## config.mk

```make
export PLATFORM = sky130hd
export DESIGN_NAME = wb_port_arbiter
export DESIGN_NICKNAME = d
export VERILOG_FILES = /design/src/rtl/wb_port_arbiter.sv
export SDC_FILE = /design/constraint.sdc
export NUM_CORES = 1
export LEC_CHECK = 0
export ABC_AREA = 1
export CAP_MARGIN = 20
export CORE_MARGIN = 2
export CORE_UTILIZATION = 30
export DETAILED_ROUTE_END_ITERATION = 16
export HOLD_SLACK_MARGIN = 0.12
export SLEW_MARGIN = 20
export SYNTH_ARGS = -nofsm -noshare
export SYNTH_HDL_FRONTEND = slang
export SYNTH_SLANG_ARGS = --single-unit
export TNS_END_PERCENT = 20
```

## constraint.sdc

```tcl
create_clock -name clk -period 7.5 [get_ports clk]
set_input_delay 2.25 -clock clk [delete_from_list [all_inputs] [get_ports clk]]
set_output_delay 2.25 -clock clk [all_outputs]
set_load 0.01 [all_outputs]
```

## src/rtl/wb_port_arbiter.sv

```systemverilog
// rtl/wb_port_arbiter.sv - register-file write port arbiter: pipeline writeback vs queued mul/div results
// Optional stall_cycles counter when WB_PERF_CNT_EN is defined.
module wb_port_arbiter #(
  parameter int DATA_W     = 32,
  parameter int ADDR_W     = 5,
  parameter int MC_DEPTH   = 2,
  parameter int STARVE_MAX = 4
) (
  input  logic              clk,
  input  logic              rst,
  input  logic              pipe_we,
  input  logic [ADDR_W-1:0] pipe_waddr,
  input  logic [DATA_W-1:0] pipe_wdata,
  input  logic              mc_valid,
  output logic              mc_ready,
  input  logic [ADDR_W-1:0] mc_waddr,
  input  logic [DATA_W-1:0] mc_wdata,
  output logic              pipe_stall,
  output logic              rf_we,
  output logic [ADDR_W-1:0] rf_waddr,
  output logic [DATA_W-1:0] rf_wdata,
  output logic              busy
`ifdef WB_PERF_CNT_EN
  ,
  output logic [31:0]       stall_cycles
`endif
);

  localparam int PTR_W = (MC_DEPTH > 1) ? $clog2(MC_DEPTH) : 1;
  localparam int CNT_W = PTR_W + 1;
  localparam int ST_W  = $clog2(STARVE_MAX + 1);
  localparam logic [CNT_W-1:0] DEPTH_C  = CNT_W'(MC_DEPTH);
  localparam logic [ST_W-1:0]  STARVE_C = ST_W'(STARVE_MAX);

  logic [ADDR_W-1:0] fifo_addr [MC_DEPTH];
  logic [DATA_W-1:0] fifo_data [MC_DEPTH];
  logic [PTR_W-1:0]  rd_ptr;
  logic [PTR_W-1:0]  wr_ptr;
  logic [CNT_W-1:0]  count;
  logic [ST_W-1:0]   starve;

  logic              fifo_empty;
  logic              fifo_full;
  logic              push;
  logic [ADDR_W-1:0] head_addr;
  logic [DATA_W-1:0] head_data;
  logic              pipe_req;
  logic              force_mc;
  logic              mc_grant;
  logic              pipe_grant;

  assign fifo_empty = (count == '0);
  assign fifo_full  = (count == DEPTH_C);
  assign mc_ready   = !fifo_full;
  assign busy       = !fifo_empty;
  assign push       = mc_valid & mc_ready;
  assign head_addr  = fifo_addr[rd_ptr];
  assign head_data  = fifo_data[rd_ptr];

  // A same-address pipe write must wait: the queued MC result is older.
  assign pipe_req   = pipe_we & (pipe_waddr != '0);
  assign force_mc   = !fifo_empty &
                      ((starve == STARVE_C) | (pipe_req & (pipe_waddr == head_addr)));
  assign mc_grant   = force_mc | (!fifo_empty & !pipe_req);
  assign pipe_grant = pipe_req & !force_mc;
  assign pipe_stall = force_mc & pipe_req;

  always_ff @(posedge clk) begin
    if (push) begin
      fifo_addr[wr_ptr] <= mc_waddr;
      fifo_data[wr_ptr] <= mc_wdata;
    end
  end

  always_ff @(posedge clk or posedge rst) begin
    if (rst) begin
      rd_ptr   <= '0;
      wr_ptr   <= '0;
      count    <= '0;
      starve   <= '0;
      rf_we    <= 1'b0;
      rf_waddr <= '0;
      rf_wdata <= '0;
    end else begin
      if (push) begin
        wr_ptr <= wr_ptr + PTR_W'(1);
      end
      if (mc_grant) begin
        rd_ptr <= rd_ptr + PTR_W'(1);
      end
      case ({push, mc_grant})
        2'b10:   count <= count + CNT_W'(1);
        2'b01:   count <= count - CNT_W'(1);
        default: count <= count;
      endcase

      if (fifo_empty || mc_grant) begin
        starve <= '0;
      end else if (starve != STARVE_C) begin
        starve <= starve + ST_W'(1);
      end

      // An address-0 MC entry is popped without issuing a write.
      if (mc_grant) begin
        rf_we <= (head_addr != '0);
        if (head_addr != '0) begin
          rf_waddr <= head_addr;
          rf_wdata <= head_data;
        end
      end else if (pipe_grant) begin
        rf_we    <= 1'b1;
        rf_waddr <= pipe_waddr;
        rf_wdata <= pipe_wdata;
      end else begin
        rf_we <= 1'b0;
      end
    end
  end

`ifdef WB_PERF_CNT_EN
  always_ff @(posedge clk or posedge rst) begin
    if (rst) begin
      stall_cycles <= '0;
    end else if (pipe_stall && (stall_cycles != 32'hFFFF_FFFF)) begin
      stall_cycles <= stall_cycles + 32'd1;
    end
  end
`endif

endmodule

```

---- Word level (Yosys, flattened, before mapping) ----
Memory sizes are Yosys's and may differ from the RTL's.
Index checks and enable logic that the tools add are counted.
storage, ports and cells
  flip-flop bits (word level) ............. 45
  RAM bits ................................ 74
  input port bits ......................... 78
  logic and storage cells ................. 55
  memories kept ........................... 2
cells by class
  $add $sub $neg .......................... 5
  equality and inequality tests ........... 7
  mux-type cells .......................... 13
  bitwise gates (word level) .............. 9
  reduce and logical (&&, ||, !) cells .... 12
memory list
  memory     depth  width  read ports  clocked after Yosys merged registers in  write ports  RTL line  RTL
  fifo_data  2      32     1           0                                        1            36        logic [DATA_W-1:0] fifo_data [MC_DEPTH];
  fifo_addr  2      5      1           0                                        1            35        logic [ADDR_W-1:0] fifo_addr [MC_DEPTH];
operators with widths
  kind                   number
  $mux W32               3
  $mux W5                3
  $reduce_bool A5 Y1     2
  $and A1 B1 Y1          7
  $mux W3                2
  $reduce_bool A2 Y1     3
  $eq A5 B5 Y1           1
  $eq A2 B2 Y1 const B   2
  $logic_not A1 Y1       4
  $mux W1                4
  $pmux W2 S2            1
  $add A3 B1 Y3 const B  1
  $eq A3 B3 Y1 const B   1
  $ne A3 B3 Y1 const B   1
  $add A1 B1 Y1 const B  2
  $add A2 B1 Y2 const B  1
  $eq A2 B1 Y1 const B   1
  $logic_not A2 Y1       1
  $ne A2 B1 Y1 const B   1
  $or A1 B1 Y1           2
  $reduce_and A2 Y1      1
  $sub A2 B1 Y2 const B  1
  $logic_or A1 B1 Y1     1

---- Longest topological paths before layout ----
  depth in word-level cells ............... 9
  gate-level depth with buffers ........... 15
  gate-level depth less buffers ........... 14

---- Least setup slack after synthesis ----
Ideal clock, no wire load.
  path type ............................... in2out
  start ................................... input port pipe_waddr[0]
  end ..................................... output port pipe_stall
  arrival time ............................ 2.845 ns
  data required time ...................... 5.250 ns
  path slack .............................. 2.405 ns
  cell stages on the path ................. 7
  buffers on the path ..................... 0
  cells stage by stage .................... nand3b_1 > nand2_1 > nor2_1 > nand3_1 > nand2_1 > nand2_1 > nor2_1
between the ends
  cells in the longest elaborated chain, start to end .. 6
  elaborated cells on any way between the ends .. 7
  those cells by class .................... 1 x eq/ne; 5 x bitwise; 1 x reduce/logical
ends and longest elaborated chain
  element             RTL line  RTL
  start, declared     12        input logic [ADDR_W-1:0] pipe_waddr,
  $reduce_bool A5 Y1  61        assign pipe_req = pipe_we & (pipe_waddr != '0);
  $and A1 B1 Y1       61
  $and A1 B1 Y1       63        ((starve == STARVE_C) | (pipe_req & (pipe_waddr == head_addr)));
  $or A1 B1 Y1        63
  $and A1 B1 Y1       62        assign force_mc = !fifo_empty &
  $and A1 B1 Y1 *     66        assign pipe_stall = force_mc & pipe_req;
  end, declared       18        output logic pipe_stall,
Mark *: on every way between the ends. The rest lies on a longest branch, timed or not.

---- Worst setup path after layout ----
Same ends and word-level chain as after synthesis.

==> metrics.sh <==
OUTCOME='complete, no violations'
WORST_SKEW_PAIR.LATE_LATENCY_PS=410
DIEWIDTH_UM=137
HOLD_CLASS='flip-flop to flip-flop'
P_PER_AREA_nW_PER_UM2=416
FINAL_COUNT_OF_PINS_VIOLATING_MAX_SLEW=0
CRITICAL_PATH.MAX_FANOUT=4
SYNTH.AREA.TOP_CELLS='edfxtp_1 (42%), dfrtp_1 (21%), nand2_1 (20%)'
GRT_MAX_DEGREE=46
INITIAL_STANDARD_CELL_UTILIZATION_OF_THE_CORE=0.306
TIMING.CRITICAL_PATH.MODE_CELL='nand2_1'
BUSIEST_LAYER='met2'
DETAILROUTE.VIA_COUNT=4118
CRIT_SLOWEST_CELL='clkdlybuf4s50_1'
SYNTHFLOPTYPE='edfxtp_1'
CTS.HTREE.LEVELS=4
UNREPAIRED_SETUP_ENDPOINTS_AFTER_GLOBAL_ROUTING='false'
PLACEDINSTANCEAREA_UM2=6630
DRCVIOLATIONCOUNT=0
PORT_BUFFERS=118
CP_DATA_REQUIRED_TIME_PS=5250
POSTSYNTHNETCOUNT=646
FIN_NETS=760
POST_SYNTH_ARST_SHARE=0.378
POSTROUTEANTENNANETS=0
YOSYS_WARNINGS=0
CTS_RESIZED=0
DIE-AREA_UM2=18700
WORSTMARGINPINSLEW_PS=964
CP_DATA_ARRIVAL_TIME_PS=4010
GRT_OVERFLOW=0
GP_CONGESTION=0.926
LAYOUT_COMMONEST_CELL='nand2_1'
SYNTH-EDFF-COUNT=74
GLOBAL_ROUTE.USAGE.MET1=0.210
MAX-CAP-VIOLATIONS=0
STATIC-LEAKAGE-POWER_nW=3.26
DRT-PASS1-ITER-COUNT=5
GRT_PASS1_WL_MM=21.3
SETUP.WORST_PATH.END_CLASS='output pin'
CRITICAL_PATH.STARTPOINT_TYPE='input pin'
POWER.TOTAL_mW=3.03
MAX-CLOCK-PATH-BUFFERS=2
POST-ROUTE-MIN-PERIOD_PS=6260
CRIT_CHAIN='clkdlybuf4s50_1 -> nand3b_1 -> nand2_1 -> nor2_1 -> nand3_1 -> nand2_1 -> nand2_1 -> nor2_1 -> clkdlybuf4s50_1'
POST-PLACE-CELLS=884
SETUP-TNS-FINAL_PS=0
LAYOUT.FILLER_CELLS=1660
SYN_INST=565
HOLD_SLACK_PS=461
ROUTED_WIRELENGTH_MM=13.8
FINAL.SETUP.WORST_SLACK_PS=1240
ITER_0_DRT_VIOLATIONS=353
CTS-ROOT-BUF='clkbuf_16'
WORSTSETUPPATHTYPE='input pin to output pin'
NUMCTSBUFFERS=17
POST-ROUTE-PERIOD-UTIL=0.834
CLOCK_TREE_FROM_TRITONCTS='done'
STDCELL_AREA_UM2=7290
YOSYSTOPAREACELL='edfxtp_1'
POST_SYNTH_INSTANCE_AREA_UM2=5280
WORST_SETUP_SLACK_POST_DPL_PS=1220
REGISTER_BIT_TOTAL_FROM_SYNTHESIS=119
DESIGN.CORE.AREA_UM2=17200
TIMING.FMAX_GHz=0.160
MOSTFREQUENTLAYOUTCELLS='nand2_1 (282), clkdlybuf4s50_1 (118), nand3_1 (83)'
AVGSYNTHCELLAREA_UM2=9.34
PEAK_SUPPLY_DROP_mV=0.192
GLOBALROUTEMET2UTIL=0.224
SETUP_VIOL=0
YOSYS.CELL_TYPES.COUNT=19
DIE_HEIGHT_UM=137
YOSYS.AREA.TOP_TYPE_SHARE=0.421
FINAL_CORE_UTIL=0.423
POST_DRT_VIA_CELL_RATIO=4.49
DESIGN.PORTCOUNT=119
SYNTH-SEQ-AREA-SHARE=0.635
GLOBALROUTEMET3UTIL=0.0374
ANTENNADIODECOUNT=0
GRT_ANTENNA_BEFORE_REPAIR=0
INSTANCES_NO_FILL=917
TRITONCTS_NUM_SINKS=119
POST_CTS_HOLD_BUFFER_COUNT=0
CP_SLOWEST_STAGE_DELAY_PS=560
CTS_SETUP_BUFFERS=0
PATH_CLK_SLEW_PS=60
POST_DRT_WL_PER_CELL_UM=15.1
GR-USAGE-ALL-LAYERS=0.153
SLEW-LIMIT-HEADROOM=0.356
DETAILED_PLACE_HPWL_MM=9.71
FINAL-HOLD-VIOLATION-COUNT=0
AREAGROWTHSYNTHTOFINISH_PCT=38.3
CORE.ROWCOUNT=48
FINCLKSKEW_PS=9.92
FRACTION_OF_LAYOUT_CELLS_WITH_A_SIZE_SUFFIX_ABOVE_1=0.0607
VIA_COUNT_OF_THE_FIRST_GLOBAL_ROUTING_PASS=4048
==> cell type report <==
cell class	instances	area, um2	share of cell area
clock buffers	20	437	0.0599
clock inverters	12	201	0.0276
inverters	22	82.6	0.0113
multi-input cells	392	1660	0.227
flip-flops and latches	119	3350	0.459
well taps	225	282	0.0386
repair buffers	127	1290	0.177
==> registers in the layout, summed over array words and instances (netlist names) <==
signal / count
rf_waddr: 5
rf_we: 1
wr_ptr: 1
count: 2
fifo_addr: 10
fifo_data: 64
rf_wdata: 32
rd_ptr: 1
starve: 3
==> worst max-delay path: cells and delay by family <==
family / cells / cell delay, ps
simple gates: 7 / 650
buf+inv: 2 / 1100
==> synthesized netlist by cell type (all sizes together) (3+ instances only) <==
| cell type | number |
|---|---|
| clkbuf | 10 |
| nor2 | 13 |
| nand3 | 83 |
| inv | 22 |
| edfxtp | 74 |
| nand2 | 282 |
| ha | 3 |
| buf | 22 |
| dfrtp | 45 |
==> routing by layer <==
metal,vias up,wire (um),share of wire
met2,135,6330,0.46
met1,1884,6280,0.45
met5,-,0,0
li1,2067,-,-
met3,32,734,0.053
met4,0,487,0.035
==> kinds of logic (layout without fill, tap and decap cells) <==
| kind of cell | after synthesis | in the layout | share of synthesized area |
|---|---|---|---|
| adder cells (fa/ha/maj) | 3 | 3 | 0.00711 |
| buffers and inverters | 54 | 181 | 0.0553 |
| flip-flops | 119 | 119 | 0.635 |
| AND/OR/NAND/NOR | 381 | 381 | 0.293 |
| AO/OA/AOI/OAI | 4 | 4 | 0.00379 |
| XOR/XNOR | 4 | 4 | 0.00664 |
==> worst paths after layout <==
path                                        from                  endpoint  slack (ps)  cells after the start
hold / removal             starve[0]$_DFFE_PP0P_     starve[0]$_DFFE_PP0P_         460                      1
max in group asynchronous                    rst   rf_wdata[8]$_DFFE_PP0P_        4510                      2
setup reg to reg              rd_ptr$_DFFE_PP0N_  rf_wdata[16]$_DFFE_PP0P_        4120                     15
setup / recovery                   pipe_waddr[0]                pipe_stall        1240                      9
hold reg to reg            starve[0]$_DFFE_PP0P_     starve[0]$_DFFE_PP0P_         460                      1
min in group asynchronous                    rst   rf_waddr[4]$_DFFE_PP0P_        2380                      2
==> report_power, final <==
group / internal [mW] / leakage (nW) / switching (mW)
Clock: 0.589 / 0.294 / 0.284
Combinational: 0.449 / 1.74 / 0.686
Sequential: 0.929 / 1.23 / 0.0968
(Power assumes the default switching activity.)
